**config.mk**
```make
export PLATFORM = sky130hd
export DESIGN_NAME = pyr_expand
export DESIGN_NICKNAME = d
export VERILOG_FILES = /design/src/rtl/pyr_expand.sv
export SDC_FILE = /design/constraint.sdc
export NUM_CORES = 2
export LEC_CHECK = 0
export CAP_MARGIN = 20
export CORE_UTILIZATION = 50
export CTS_BUF_LIST = sky130_fd_sc_hd__clkbuf_4
export CTS_CLUSTER_SIZE = 25
export DETAILED_ROUTE_END_ITERATION = 7
export GPL_TIMING_DRIVEN = 0
export HOLD_SLACK_MARGIN = 0.08
export PLACE_DENSITY = 0.65
export SLEW_MARGIN = 20
export SYNTH_ARGS = -nofsm -noshare
export SYNTH_HDL_FRONTEND = slang
export SYNTH_SLANG_ARGS = --single-unit
```
**constraint.sdc**
```tcl
create_clock -name clk -period 11.55 [get_ports clk]
set_clock_uncertainty 0.15 [all_clocks]
set_input_delay 2.31 -clock clk [delete_from_list [all_inputs] [get_ports clk]]
set_output_delay 2.31 -clock clk [all_outputs]
set_load 0.05 [all_outputs]
```
**src/rtl/pyr_expand.sv**
```systemverilog
// Streaming 2x pyramid upsampler: each half-res pixel doubled horizontally, each row replayed from a row buffer.
// Optional build macro PYR_EXPAND_INTERP_EN selects beat-local linear interpolation instead of pixel replication.
module pyr_expand #(
  parameter int PIXELS_PER_BEAT = 16,
  parameter int IMAGE_DIM       = 512,
  parameter int DATA_WIDTH      = 8*PIXELS_PER_BEAT
) (
  input  logic                  clk,
  input  logic                  aresetn,
  input  logic [DATA_WIDTH-1:0] in_frame,
  input  logic                  in_valid,
  output logic                  in_ready,
  input  logic                  stall,
  output logic [DATA_WIDTH-1:0] out_frame,
  output logic                  out_valid,
  output logic                  out_eol,
  output logic                  out_eof
);

  localparam int IN_COLS = IMAGE_DIM/(2*PIXELS_PER_BEAT);
  localparam int H       = PIXELS_PER_BEAT/2;
  localparam int COL_W   = (IN_COLS > 1) ? $clog2(IN_COLS) : 1;
  localparam int ROW_W   = $clog2(IMAGE_DIM);
  localparam logic [COL_W-1:0] LAST_COL = COL_W'(IN_COLS-1);
  localparam logic [ROW_W-1:0] LAST_ROW = ROW_W'(IMAGE_DIM-1);

  typedef enum logic {FILL, REPLAY} phase_t;

`ifdef PYR_EXPAND_INTERP_EN
  function automatic logic [7:0] avg_rnd(input logic [7:0] a, input logic [7:0] b);
    logic [8:0] sum;
    sum = {1'b0, a} + {1'b0, b} + 9'd1;
    return 8'(sum >> 1);
  endfunction
`endif

  function automatic logic [DATA_WIDTH-1:0] expand(input logic [DATA_WIDTH-1:0] s,
                                                   input logic h);
    logic [DATA_WIDTH-1:0] r;
    logic [7:0]            a;
    int                    j;
`ifdef PYR_EXPAND_INTERP_EN
    int                    jn;
`endif
    r = '0;
    for (int k = 0; k < H; k++) begin
      j = (h ? H : 0) + k;
      a = s[8*j +: 8];
      r[16*k +: 8] = a;
`ifdef PYR_EXPAND_INTERP_EN
      // The right neighbour of the last pixel in a beat is the pixel itself.
      jn = (j == PIXELS_PER_BEAT-1) ? j : j + 1;
      r[16*k+8 +: 8] = avg_rnd(a, s[8*jn +: 8]);
`else
      r[16*k+8 +: 8] = a;
`endif
    end
    return r;
  endfunction

  phase_t                phase;
  logic                  half;
  logic [COL_W-1:0]      in_col;
  logic [ROW_W-1:0]      out_row;
  logic [DATA_WIDTH-1:0] hold_p0;
  logic [DATA_WIDTH-1:0] rowbuf [IN_COLS];

  logic                  advance;
  logic                  load;
  logic                  last_col;
  logic [DATA_WIDTH-1:0] src;

  assign advance  = ~out_valid | ~stall;
  assign in_ready = (phase == FILL) & ~half & advance;
  assign last_col = (in_col == LAST_COL);

  always_comb begin
    src  = in_frame;
    load = 1'b0;
    if (phase == FILL && !half) begin
      src  = in_frame;
      load = in_valid & advance;
    end else if (phase == FILL) begin
      src  = hold_p0;
      load = advance;
    end else begin
      src  = rowbuf[in_col];
      load = advance;
    end
  end

  // Stage p0: capture accepted beat for its second half and for the row replay
  always_ff @(posedge clk) begin
    if (in_valid && in_ready) begin
      hold_p0        <= in_frame;
      rowbuf[in_col] <= in_frame;
    end
  end

  // Output register stage and traversal counters
  always_ff @(posedge clk or negedge aresetn) begin
    if (!aresetn) begin
      out_frame <= '0;
      out_valid <= 1'b0;
      out_eol   <= 1'b0;
      out_eof   <= 1'b0;
      in_col    <= '0;
      half      <= 1'b0;
      phase     <= FILL;
      out_row   <= '0;
    end else if (load) begin
      out_frame <= expand(src, half);
      out_valid <= 1'b1;
      out_eol   <= half & last_col;
      out_eof   <= half & last_col & (out_row == LAST_ROW);
      half      <= ~half;
      if (half) begin
        if (last_col) begin
          in_col <= '0;
          if (out_row == LAST_ROW) begin
            out_row <= '0;
            phase   <= FILL;
          end else begin
            out_row <= out_row + ROW_W'(1);
            phase   <= (phase == FILL) ? REPLAY : FILL;
          end
        end else begin
          in_col <= in_col + COL_W'(1);
        end
      end
    end else if (out_valid && !stall) begin
      out_valid <= 1'b0;
    end
  end

endmodule

```
==> metrics.md <==
| Metric | Value |
|---|---|
| Outcome | `finished, final reports clean` |
| Post-CTS Resized | `0` |
| Tot Pwr | `24.1 mW` |
| Post-CTS Setup Inserts | `0` |
| Most used cell, CP | `clkdlybuf4s50_1` |
| Post-route ant nets | `0` |
| CP Cell Sequence | `clkdlybuf4s50_1 > a21oi_1 > clkdlybuf4s50_1` |
| FF-to-FF path depth | `10` |
| Slew Limit Fails | `0` |
| Area leader, netlist | `edfxtp_1` |
| Nets | `5407` |
| Relative slew slack | `18.2%` |
| Post-DP Area | `0.0945 sq mm` |
| Initial antenna violation count | `27` |
| Critical R2R Launch | `in_col[2]` |
| Root Buffer | `clkbuf_4` |
| Drt total wl | `242 mm` |
| Crit share post-route | `54.1%` |
| Finished Cell Area | `0.102 sq mm` |
| Yosys cell types | `50` |
| Die X | `415 um` |
| Least-Margin Pin Slew | `1.23 ns` |
| Sequential cell area | `0.0655 sq mm` |
| GRT overflow | `0` |
| Fill count | `12200` |
| Die Y | `415 um` |
| Num ports | `264` |
| Worst R2R Setup Slack | `6.87 ns` |
| Hold WC Path Type | `reg2reg` |
| Peak supply drop | `163 uV` |
| First-pass GRT wire length | `343 mm` |
| TritonCTS Sinks | `2194` |
| Min cycle time layout | `6.25 ns` |
| Vias per inst | `6.04` |
| Ranking of synthesized cells by area | `edfxtp_1 74%, mux4_2 6.7%, mux2i_1 5.3%` |
| Cts bufs inserted | `577` |
| Met2 WL | `117 mm` |
| Core box area | `0.169 sq mm` |
| Area Overhead vs Synth | `19.2%` |
| Post-DP HPWL | `161 mm` |
| Synthesis-stage register bit count | `2194` |
| Endpoints failing setup | `0` |
| P_leak | `34.8 nW` |
| Routability Congestion | `0.815` |
| CTS Buffer Depth | `4` |
| Multi-input gate area | `0.0176 sq mm` |
| Worst hold endpoint | `out_row[8]` |
| Largest stage delay, worst path | `0.84 ns` |
| Family with the most delay on the worst path | `buffers and inverters` |
| RSZ-0062 raised after global routing | `false` |
| Wl on met1 | `92.5 mm` |
| Cell depth of the worst setup path | `3` |
| Initial core utilization | `50.3%` |
| Crit path DAT | `3.79 ns` |
| Critical Path Fanout Max | `3` |
| Highest Signal Layer | `met5` |
| Crit path kind | `in2out` |
| Met3 wire length | `22.9 mm` |
| TritonRoute pass-1 iters | `6` |
| H-tree level count | `6` |
| Sequential cell area fraction in the yosys report | `76.8%` |
| R2r endpoint | `rowbuf[15][93]` |
| YS warnings | `0` |
| Share of post-route cells with drive strength above 1 | `29.3%` |
| Buf/Inv on CP | `2` |
| Clk_lat worst skew | `1.36 ns` |
| Via count | `47600` |
| Vias in the first global route | `48600` |
| Number of I/O port buffers | `263` |
| TNS Setup | `0 ns` |
| CP endpoint kind | `output pin` |
| Mapped cell area | `0.0853 sq mm` |
| Worst setup SP type | `primary input` |
| CTS tree | `done` |
| Final hold vios | `0` |
| F_max | `0.160 GHz` |
| Cell Pwr Density | `237 mW/mm^2` |
| Iter 0 DRT Violations | `5573` |
| Fin Hold WS | `0.356 ns` |
| DRC Markers | `0` |
| WL per Instance | `30.7 um` |
| GRT Util Overall | `28.1%` |
| Largest net degree at the start of global routing | `55` |
| Syn avg cell area | `19.9 sq um` |
| Post-synth top area share | `74.4%` |
| Gate Count Post-Synth | `4281` |
| CP Data Required Time | `9.09 ns` |
| Max-Cap Viols | `0` |
| Syn Nets | `4419` |
| WHS Path Cells | `2` |
| Rows | `151` |
| Cts hold-fix bufs | `0` |
| Clk slew on worst S/H paths | `0.07 ns` |
| HP Start | `out_row[8]` |
| Cell at the slowest stage of the critical path | `clkdlybuf4s50_1` |
| Die outline area | `0.172 sq mm` |
[layout by cell type, fill, tap and decap left out, types with 9 or more instances in the layout]
cell / count
a21oi_1: 38
clkbuf_1: 91
a2111oi_0: 30
buf_2: 56
diode_2: 11
o41ai_2: 44
mux2_2: 73
clkbuf_4: 858
o221ai_1: 92
nand2_1: 226
bufinv_16: 9
a221oi_1: 28
a31oi_2: 10
o21ai_0: 10
inv_1: 65
clkinv_1: 76
mux2i_1: 448
inv_2: 16
clkdlybuf4s50_1: 262
a22oi_1: 128
o41ai_1: 21
edfxtp_1: 2112
clkinv_2: 9
buf_1: 10
mux4_2: 252
a221o_1: 64
buf_6: 46
nor2_1: 71
dfrtp_1: 82
nor2_4: 17
buf_4: 95
buf_16: 103
o22ai_1: 36
buf_12: 51
a31oi_1: 54
[worst min-delay path: cells and delay by family, from the launching register on]
family	cells	cell delay (ns)
flops	1	0.36
simple gates	2	0.12
[cells by family (layout without fill, tap and decap cells)]
family / count (synthesis) / after routing / synth area share, %
XOR/XNOR: 5 / 5 / 0.0513
adder cells (fa/ha/maj): 6 / 6 / 0.0880
other: 0 / 11 / 0
buffers and inverters: 386 / 1758 / 2.88
multiplexers: 777 / 777 / 13.0
flip-flops: 2194 / 2194 / 76.8
AO/OA/AOI/OAI: 564 / 564 / 5.58
AND/OR/NAND/NOR: 349 / 349 / 1.65
[worst max-delay path by stage]
| stage | start | endpoint | slack [ns] |
|---|---|---|---|
| floorplan | stall | rowbuf[4][0] | -0.26 |
| global placement | stall | rowbuf[7][125] | -9.67 |
| finish | stall | in_ready | 5.30 |
| detailed placement | stall | in_ready | 5.29 |
| CTS | stall | in_ready | 5.29 |
| global route | stall | in_ready | 5.21 |
[power by group]
| group | switching, mW | total (mW) | internal [mW] |
|---|---|---|---|
| sequential | 0.264 | 9.39 | 9.13 |
| clock | 3.06 | 6.62 | 3.56 |
| combinational | 5.10 | 8.07 | 2.97 |
[cell type report]
cell class	instances	share of cell area, %
flip-flops and latches	2194	64.4
multi-input cells	1701	17.3
clock buffers	855	6.31
repair buffers	409	6.20
well taps	2218	2.73
plain buffers	319	2.18
clock inverters	108	0.642
inverters	67	0.247
diodes	11	0.0271
[registers in the layout, summed over array words and instances, names as in the netlist]
| register | cells |
|---|---|
| out_valid | 1 |
| out_frame | 64 |
| phase | 1 |
| out_row | 9 |
| out_eol | 1 |
| hold_p0 | 64 |
| in_col | 4 |
| half | 1 |
| out_eof | 1 |
| rowbuf | 2048 |
[stage by stage]
stage | worst slack (ns) | cells | util (%)
2_1_floorplan | -0.261 | 4281 | -
5_1_grt | 5.21 | 7880 | 60.0
4_1_cts | 5.29 | 7870 | 60.0
3_3_place_gp | -9.67 | 6762 | 53.5
3_5_place_dp | 5.29 | 6907 | 55.8
6_report | 5.30 | 7882 | 60.0
[per-layer routing]
layer,GRT usage [%],vias to the layer above
met4,13.5,10
li1,-,20000
met3,7.28,479
met1,36.5,24500
met2,44.3,2652
met5,0,-
[synth_stat cells, drive strengths merged]
cell and number:
xnor2 5, clkinv 1, nand3 5, o21ai 11, nand2b 5, ha 6, or2 3, nor4 1
o221ai 92, mux4 256, nand2 227, clkbuf 97, mux2i 448, a2111oi 32, a21oi 38, a221o 64
buf 222, o41ai 65, and2 4, dfrtp 82, a221oi 28, nor2 89, a21o 1, nand4 2
nor3 6, a31oi 64, inv 66, mux2 73, nor2b 5, a22oi 128, and3 2, edfxtp 2112
a22o 5, o22ai 36
No activity file was read; power rests on OpenSTA's default activity.
